`config.mk`:
```
export PLATFORM = sky130hd
export DESIGN_NAME = scan_bist_ctrl
export DESIGN_NICKNAME = d
export VERILOG_FILES = /design/src/rtl/bist_pkg.sv /design/src/rtl/bist_lfsr.sv /design/src/rtl/scan_bist_ctrl.sv
export SDC_FILE = /design/constraint.sdc
export NUM_CORES = 1
export LEC_CHECK = 0
export BUFFER_PORTS_ARGS = -buffer_cell sky130_fd_sc_hd__buf_2
export CORE_MARGIN = 5
export CORE_UTILIZATION = 55
export DETAILED_ROUTE_END_ITERATION = 16
export PLACE_DENSITY_LB_ADDON = 0.25
export RECOVER_POWER = 25
export SKIP_LAST_GASP = 1
export SLEW_MARGIN = 40
export SYNTH_ARGS = -nofsm -noshare
export SYNTH_HDL_FRONTEND = slang
export SYNTH_SLANG_ARGS = --single-unit
```
`constraint.sdc`:
```
create_clock -name clk -period 2.7 [get_ports clk]
set_input_delay 0.405 -clock clk [delete_from_list [all_inputs] [get_ports clk]]
set_output_delay 0.405 -clock clk [all_outputs]
set_load 0.05 [all_outputs]
```
`src/rtl/bist_pkg.sv`:
```
// Shared types and helpers for the multi-chain scan BIST controller.
// Holds the FSM state type, default LFSR constants and the LFSR step.
package bist_pkg;

  typedef enum logic [2:0] {
    ST_IDLE,
    ST_SHIFT,
    ST_CAPTURE,
    ST_UNLOAD,
    ST_COMPARE,
    ST_DONE
  } bist_state_t;

  localparam int LFSR_MAXW = 64;

  localparam logic [15:0] DEF_LFSR_POLY = 16'hB400;
  localparam logic [15:0] DEF_LFSR_SEED = 16'hACE1;
  localparam logic [15:0] DEF_MISR_POLY = 16'h8016;

  // left=0: right-shifting Galois PRPG, feedback from bit 0.
  // left=1: left-shifting MISR, feedback from bit w-1.
  function automatic logic [LFSR_MAXW-1:0] lfsr_step(
    input logic [LFSR_MAXW-1:0] s,
    input logic [LFSR_MAXW-1:0] poly,
    input logic [LFSR_MAXW-1:0] din,
    input int                   w,
    input logic                 left
  );
    logic [LFSR_MAXW-1:0] r;
    logic [LFSR_MAXW-1:0] m;
    logic                 fb;
    m  = {LFSR_MAXW{1'b1}} >> (LFSR_MAXW - w);
    fb = left ? |(s & (LFSR_MAXW'(1) << (w - 1)))
              : s[0];
    r  = left ? (s << 1) : (s >> 1);
    if (fb) r = r ^ poly;
    return (r ^ din) & m;
  endfunction

endpackage

```
`src/rtl/bist_lfsr.sv`:
```
// Galois LFSR register with seed load and parallel data injection.
// Used both as the pattern generator and as the signature register.
module bist_lfsr
  import bist_pkg::*;
#(
  parameter int           W    = 16,
  parameter logic [W-1:0] POLY = DEF_LFSR_POLY,
  parameter logic [W-1:0] SEED = DEF_LFSR_SEED,
  parameter bit           LEFT = 1'b0
) (
  input  logic         clk,
  input  logic         reset,
  input  logic         i_en,
  input  logic         i_load,
  input  logic [W-1:0] i_din,
  output logic [W-1:0] o_q
);

  logic [W-1:0] r_q;
  logic [W-1:0] w_nxt;

  assign w_nxt = W'(lfsr_step(
    LFSR_MAXW'(r_q),
    LFSR_MAXW'(POLY),
    LFSR_MAXW'(i_din),
    W,
    LEFT
  ));

  always_ff @(posedge clk or posedge reset) begin
    if (reset) begin
      r_q <= SEED;
    end else if (i_load) begin
      r_q <= SEED;
    end else if (i_en) begin
      r_q <= w_nxt;
    end
  end

  assign o_q = r_q;

endmodule

```
`src/rtl/scan_bist_ctrl.sv`:
```
// Multi-chain scan BIST controller: PRPG-driven load/capture loop,
// MISR compaction of chain outputs and a final signature compare.
module scan_bist_ctrl
  import bist_pkg::*;
#(
  parameter int                NCHAINS    = 4,
  parameter int                CHAIN_LEN  = 8,
  parameter int                NPATTERNS  = 8,
  parameter int                LFSR_W     = 16,
  parameter logic [LFSR_W-1:0] LFSR_POLY  = DEF_LFSR_POLY,
  parameter logic [LFSR_W-1:0] LFSR_SEED  = DEF_LFSR_SEED,
  parameter int                MISR_W     = 16,
  parameter logic [MISR_W-1:0] MISR_POLY  = DEF_MISR_POLY,
  parameter logic [MISR_W-1:0] GOLDEN_SIG = '0
) (
  input  logic               clk,
  input  logic               reset,
  input  logic               bistmode,
  input  logic [NCHAINS-1:0] cut_sdo,
  output logic               cut_scanmode,
  output logic [NCHAINS-1:0] cut_sdi,
  output logic               bistdone,
  output logic               bistpass,
  output logic [MISR_W-1:0]  bist_signature
);

  localparam int SW = $clog2(CHAIN_LEN + 1);
  localparam int PW = $clog2(NPATTERNS + 1);

  bist_state_t r_state;
  bist_state_t w_next;

  logic [SW-1:0]     r_shcnt;
  logic [PW-1:0]     r_pcnt;
  logic              r_pass;
  logic              w_shift_last;
  logic              w_pat_last;
  logic              w_seed;
  logic              w_prpg_en;
  logic              w_misr_en;
  logic [LFSR_W-1:0] w_prpg;
  logic [MISR_W-1:0] w_misr;
  logic              w_unused;

  assign w_shift_last = r_shcnt == SW'(CHAIN_LEN - 1);
  assign w_pat_last   = r_pcnt == PW'(NPATTERNS - 1);

  // Idle or abort: everything returns to its start value
  assign w_seed    = (r_state == ST_IDLE) || !bistmode;
  assign w_prpg_en = r_state == ST_SHIFT;
  assign w_misr_en = (r_state == ST_UNLOAD) ||
                     ((r_state == ST_SHIFT) && (r_pcnt != '0));

  bist_lfsr #(
    .W    (LFSR_W),
    .POLY (LFSR_POLY),
    .SEED (LFSR_SEED),
    .LEFT (1'b0)
  ) u_prpg (
    .clk    (clk),
    .reset  (reset),
    .i_en   (w_prpg_en),
    .i_load (w_seed),
    .i_din  ('0),
    .o_q    (w_prpg)
  );

  bist_lfsr #(
    .W    (MISR_W),
    .POLY (MISR_POLY),
    .SEED ('0),
    .LEFT (1'b1)
  ) u_misr (
    .clk    (clk),
    .reset  (reset),
    .i_en   (w_misr_en),
    .i_load (w_seed),
    .i_din  (MISR_W'(cut_sdo)),
    .o_q    (w_misr)
  );

  assign w_unused = ^w_prpg;

  always_ff @(posedge clk or posedge reset) begin
    if (reset) begin
      r_state <= ST_IDLE;
    end else begin
      r_state <= w_next;
    end
  end

  always_comb begin
    w_next = r_state;
    if (!bistmode) begin
      w_next = ST_IDLE;
    end else begin
      unique case (r_state)
        ST_IDLE:    w_next = ST_SHIFT;
        ST_SHIFT:   if (w_shift_last) w_next = ST_CAPTURE;
        ST_CAPTURE: w_next = w_pat_last ? ST_UNLOAD
                                        : ST_SHIFT;
        ST_UNLOAD:  if (w_shift_last) w_next = ST_COMPARE;
        ST_COMPARE: w_next = ST_DONE;
        ST_DONE:    w_next = ST_DONE;
        default:    w_next = ST_IDLE;
      endcase
    end
  end

  always_ff @(posedge clk or posedge reset) begin
    if (reset) begin
      r_shcnt <= '0;
      r_pcnt  <= '0;
      r_pass  <= 1'b0;
    end else if (w_seed) begin
      r_shcnt <= '0;
      r_pcnt  <= '0;
      r_pass  <= 1'b0;
    end else begin
      if ((r_state == ST_SHIFT) ||
          (r_state == ST_UNLOAD)) begin
        r_shcnt <= w_shift_last ? '0 : r_shcnt + 1'b1;
      end
      if (r_state == ST_CAPTURE) begin
        r_pcnt <= r_pcnt + 1'b1;
      end
      if (r_state == ST_COMPARE) begin
        r_pass <= w_misr == GOLDEN_SIG;
      end
    end
  end

  assign cut_scanmode   = (r_state == ST_SHIFT) ||
                          (r_state == ST_UNLOAD);
  assign cut_sdi        = (r_state == ST_SHIFT) ?
                          w_prpg[NCHAINS-1:0] : '0;
  assign bistdone       = r_state == ST_DONE;
  assign bistpass       = r_pass;
  assign bist_signature = w_misr;

endmodule

```
==> out/results.ini, run 1 <==
[logic_synthesis]
synthCells=228
synth-edff-count=0
post-synth-top-area-fraction_pct=41.96
seq_area_frac_synth_pct=51.75
synth.area.top_cells=dfrtp_1, dfstp_2, a21oi_1
synthMuxAreaShare_pct=0
yosys_warnings=0
synth_common_cells=dfrtp_1, a21oi_1, nand2_1, nand3_1, o21ai_0
synth_seq_cells=44
yosys.cell_types.count=38
synth-adder-area-share_pct=2.331
synth_xor_area_share_pct=4.662
avgSynthCellArea_sq_um=9.417
syn_nets=239
synth-compound-area-share_pct=15.79
synth_top_family_by_area=simple AND/OR/NAND/NOR gates
yosysMostFrequentCell=dfrtp_1
syn_area_sq_um=2147
synthSimpleGateAreaFrac_pct=21.21
ys.flop_type=dfrtp_1
synth_top_area_cell=dfrtp_1
async_reset_ff_share_pct=100.0

[critical_path]
worstSetupStartpointType=flip-flop
endpoint_kind=output pin
arrival_ps=1810
r2r_end=u_misr.o_q[4]$_DFFE_PP0P_
r2r-start=r_pcnt[0]$_DFFE_PP0P_
regToRegSetupSlack_ps=870
cp.required_ps=2300
critPathLaunch=r_state[0]$_DFFE_PP0P_
reg2reg_depth=5
crit_end=cut_sdi[1]
cp_max_fo=15
critPathKind=flip-flop to output pin

[sta]
fin_skew_ps=5.295
hold_violations=0
setup_violations=0
slew_headroom_pct=29.25
worst_pin_slew_ps=1061
final.setup.tns_ps=0
timing.final.crit_share_pct=81.91
drv_slew=0
period_minus_slack_ps=2212
layout_setup_ws_ps=488.4
grt_setup_unrepaired=no
fmax_ghz=0.4522

[cts]
cts-htree-levels=2
clkTransAtPathRegs_ps=80
postCtsHoldBufs=0
clk_latency_ps=300
clockRootBuffer=clkbuf_8
cts_buffers=5
cts_tree=built
ctsResizeCount=0
clock_sinks=44
cts_setup_buffers=0
cts_buffer_depth=2

[routing]
vias=1770
wl_um=4571
first_pass_iters=4
ant_nets=0
drtIter0Drc=126
avgRoutedWirePerCell_um=15.04
via_per_inst=5.822
route.detailed.drc=0

[final_layout]
drive_gt1_share_pct=21.09
layout.nets=266
antenna_cells=0
num-fill-cells=309
area_growth_pct=13.40

[global_routing]
grt_remaining_overflow=0
grt_pass1_wl_um=8259
antenna_found_initial=0
grt_max_degree=45
grt_use_total_pct=19.83
grt_pass1_vias=1768

[placement]
place.gp.congestion=0.7628
io_buffers=29
post-place-ws_ps=814.3
dp_hpwl_um=3095

[job]
max-cap-violations=0

[outcome]
status=complete, no violations

[power]
cellPowerDensity_nw_per_um2=492.2
p_leak_nw=1.114
ir_worst_vdd_v=0.0002457

[floorplanning]
die_w_um=72.48
core_sq_um=3716
core.rowCount=22
io_pins=30
initial_core_util_pct=57.78
die_h_um=72.48
die_area_sq_um=5253

[hold_path]
hp-class=input port to flip-flop

==> cell usage in the layout (no fill, tap or decap), types with 3 or more instances in the layout <==
cell type,count
nand3_1,23
nor4_1,3
xnor2_1,5
o211ai_1,3
a21oi_1,32
dfstp_2,8
dfrtp_1,36
clkbuf_8,6
nand2b_1,3
buf_4,5
o21ai_0,19
a211oi_1,3
buf_2,29
inv_1,8
nand2_1,30
ha_1,4
nor2_1,6
==> stage by stage <==
stage,area [sq um],instances,total power [mW],hold slack (ps),util [%]
2_1_floorplan,2147,228,0.7536,464.0,-
3_3_place_gp,2340,296,0.7795,468.6,62.96
3_5_place_dp,2340,296,0.7808,476.0,62.96
4_1_cts,2437,304,1.212,247.8,65.59
5_1_grt,2435,304,1.250,341.2,65.52
6_report,2435,304,1.198,355.2,65.52
==> area by class of cell <==
class	count	area, sq um	area share, %
Clock inverter	2	15.01	0.6166
Inverter	9	33.78	1.387
Clock buffer	6	82.58	3.392
Tap cell	48	60.06	2.467
Multi-Input combinational cell	160	944.7	38.80
Sequential cell	44	1111	45.63
Timing Repair Buffer	35	187.7	7.708
==> state kept, by name, indices dropped and copies added, names as in the netlist <==
signal	flops
u_misr.o_q	16
r_shcnt	4
u_prpg.o_q	16
bistpass	1
r_pcnt	4
r_state	3
==> worst max-delay path: stages, from the launching register on <==
cell     delay [ps]
dfrtp_1         610
nor3b_2         430
and2_1          200
buf_2           260
==> worst min path at each step <==
stage	start	end	depth (start not counted)
CTS	reset	r_shcnt[0]$_DFFE_PP0P_	3
global route	cut_sdo[0]	u_misr.o_q[0]$_DFFE_PP0P_	3
detailed placement	u_prpg.o_q[7]$_DFFE_PP1P_	u_prpg.o_q[6]$_DFFE_PP1P_	2
finish	cut_sdo[0]	u_misr.o_q[0]$_DFFE_PP0P_	3
floorplan	u_prpg.o_q[6]$_DFFE_PP1P_	u_prpg.o_q[5]$_DFFE_PP1P_	2
global placement	u_prpg.o_q[7]$_DFFE_PP1P_	u_prpg.o_q[6]$_DFFE_PP1P_	2
==> report_power, final <==
group	leakage, nW	internal, mW	switching, mW
logic	0.488	0.0246	0.0598
clock network	0.0434	0.207	0.225
registers	0.583	0.672	0.00959
==> per-layer routing <==
layer / routed length, um / vias to the layer above / track usage (%)
met5: 0 / - / 0
met4: 69 / 0 / 7.582
met3: 271 / 7 / 3.463
met2: 2126 / 59 / 30.94
met1: 2103 / 857 / 27.69
li1: - / 847 / -
==> cell families (layout without fill, tap and decap cells) <==
group,Yosys count,count (layout)
AO/OA/AOI/OAI,62,62
XOR/XNOR,8,8
adder cells (fa/ha/maj),4,4
buffers and inverters,24,52
flip-flops,44,44
AND/OR/NAND/NOR,86,86
No activity file was read; power rests on OpenSTA's default activity.
==> run 2: changes to the inputs <==
- ABC_AREA: default -> 1
- CORE_UTILIZATION: 55 -> 51
- clock period: 2.7 -> 1.9 ns (I/O delays scaled with it)
==> out/results.ini, run 2 <==
[final_layout]
area_growth_pct=14.55
num-fill-cells=402
layout_common_cells=nand3_1, nand2_1, dfrtp_1
antenna_cells=0
layoutNonFillerInstCount=355
layout.nets=313
postLayoutCoreUtil_pct=59.92
drive_gt1_share_pct=21.12

[power]
ir_worst_vdd_v=0.0006142
cellPowerDensity_nw_per_um2=997.3
p_leak_nw=1.394

[placement]
io_buffers=29
dp_hpwl_um=3341
dp_cells=346
post-place-ws_ps=327.5
place.gp.congestion=0.8045

[sta]
drv_slew=0
period_minus_slack_ps=1732
grt_setup_unrepaired=no
layout_setup_ws_ps=168.1
setup_violations=0
fin_skew_ps=8.130
fmax_ghz=0.5774
final.setup.tns_ps=0
worst_pin_slew_ps=753.4
timing.final.crit_share_pct=91.15
slew_headroom_pct=49.72
hold_violations=0

[routing]
via_per_inst=5.192
first_pass_iters=4
ant_nets=0
wl_um=4698
vias=1843
route.detailed.drc=0
drtIter0Drc=52
avgRoutedWirePerCell_um=13.23

[floorplanning]
die_w_um=76.60
io_pins=30
core.rowCount=24
core_sq_um=4324
die_h_um=76.60
die_area_sq_um=5868
initial_core_util_pct=52.31

[global_routing]
grt_max_degree=28
grt_use_total_pct=16.68
antenna_found_initial=0
grt_pass1_wl_um=8135
grt_remaining_overflow=0
grt_pass1_vias=1754

[logic_synthesis]
synth.area.top_cells=dfrtp_1, nand3_1, dfstp_2
post-synth-top-area-fraction_pct=39.82
syn_area_sq_um=2262
syn_nets=280
async_reset_ff_share_pct=100.0
synth_xor_area_share_pct=2.323
synth_common_cells=nand2_1, nand3_1, dfrtp_1, inv_1, nor2_1
ys.flop_type=dfrtp_1
synthSimpleGateAreaFrac_pct=27.32
synth-edff-count=0
seq_area_frac_synth_pct=49.12
yosys_warnings=0
synth-adder-area-share_pct=2.212
synthCells=269
yosys.cell_types.count=26
synth_top_area_cell=dfrtp_1
synth_top_family_by_area=simple AND/OR/NAND/NOR gates
synthMuxAreaShare_pct=0
synth_seq_cells=44
avgSynthCellArea_sq_um=8.410
synth-compound-area-share_pct=9.292

[critical_path]
crit_end=cut_sdi[0]
critPathKind=flip-flop to output pin
cp.required_ps=1620
critPathLaunch=r_state[2]$_DFFE_PP0P_
cp_max_fo=7
endpoint_kind=output pin
reg2reg_depth=7
arrival_ps=1450
r2r_end=u_misr.o_q[12]$_DFFE_PP0P_
r2r-start=r_pcnt[0]$_DFFE_PP0P_
worstSetupStartpointType=flip-flop
regToRegSetupSlack_ps=310

[job]
max-cap-violations=0

[cts]
clockRootBuffer=clkbuf_8
cts_setup_buffers=0
clk_latency_ps=290
clkTransAtPathRegs_ps=80
cts_buffer_depth=2
clock_sinks=44
cts-htree-levels=2
cts_buffers=5
cts_tree=built

[hold_path]
hp-class=input port to flip-flop

[outcome]
status=complete, no violations

==> run 2: cell count changes in the layout (fill, tap and decap cells not counted), sizes merged, moves of 3 or more <==
| cell | change |
|---|---|
| nand2b | -3 |
| nand3 | +31 |
| or3b | -3 |
| xnor2 | -4 |
| xor2 | +4 |
| nand4 | +3 |
| nor2 | +19 |
| inv | +22 |
| nor4 | -3 |
| a21oi | -23 |
| nand2 | +25 |
| a211oi | -3 |
==> run 2: what timing repair did <==
action                                 4_1_cts  5_1_grt
hold buffers                                 0        1
pin swaps                                    0        0
gates resized for setup                      1       13
endpoints found under the hold margin        0        5
setup endpoints to repair                    1        4
==> run 2: how the worst min path moves through the flow <==
| stage | startpoint | endpoint | slack (ps) | depth (start not counted) |
|---|---|---|---|---|
| floorplan | cut_sdo[0] | u_misr.o_q[0]$_DFFE_PP0P_ | 420 | 2 |
| global route | cut_sdo[0] | u_misr.o_q[0]$_DFFE_PP0P_ | 210 | 3 |
| CTS | reset | u_misr.o_q[4]$_DFFE_PP0P_ | 20 | 2 |
| finish | cut_sdo[0] | u_misr.o_q[0]$_DFFE_PP0P_ | 210 | 3 |
| detailed placement | reset | u_misr.o_q[8]$_DFFE_PP0P_ | 350 | 2 |
| global placement | reset | u_misr.o_q[7]$_DFFE_PP0P_ | 340 | 2 |
==> run 2: report_power, final <==
part / switching [mW] / internal [mW]
clock: 0.316 / 0.389
sequential: 0.0794 / 1.05
combinational: 0.520 / 0.228
==> run 2: cell type report <==
cell class	count	area (sq um)	share of cell area, %
sequential	44	1111	42.88
timing repair buffer	37	250.2	9.657
clock inverter	3	42.54	1.642
multi-input combinational	184	938.4	36.21
tap	52	65.06	2.511
inverter	30	115.1	4.442
clock buffer	5	68.82	2.656
==> run 2: stage by stage <==
| step | power [mW] | hold WS (ps) | instance area, sq um |
|---|---|---|---|
| global route | 2.749 | 208.0 | 2591 |
| global placement | 1.854 | 335.5 | 2442 |
| CTS | 2.586 | 23.26 | 2556 |
| detailed placement | 1.871 | 345.2 | 2442 |
| finish | 2.584 | 208.6 | 2591 |
| floorplan | 1.736 | 422.7 | 2262 |
==> run 2: metal layers <==
| layer | global-route usage, % | wire length (um) | share of wire (%) |
|---|---|---|---|
| met1 | 22.50 | 2221 | 47 |
| met2 | 26.46 | 2272 | 48 |
| met3 | 5.083 | 181 | 3.9 |
| met4 | 3.671 | 22 | 0.47 |
| met5 | 0 | 0 | 0 |
==> run 2: cells by family (layout without fill, tap and decap cells) <==
family | Yosys count | in the layout
simple gates | 141 | 141
flops | 44 | 44
buf+inv | 41 | 75
xor+xnor | 6 | 6
fa+ha+maj | 4 | 4
compound gates | 33 | 33
==> run 2: critical path, cell delays in order, from the launching register on <==
cell     delay, ps
dfrtp_1        420
inv_4          110
nand2_2        100
nor2_2         130
inv_2           80
nor2_2         140
buf_6          180
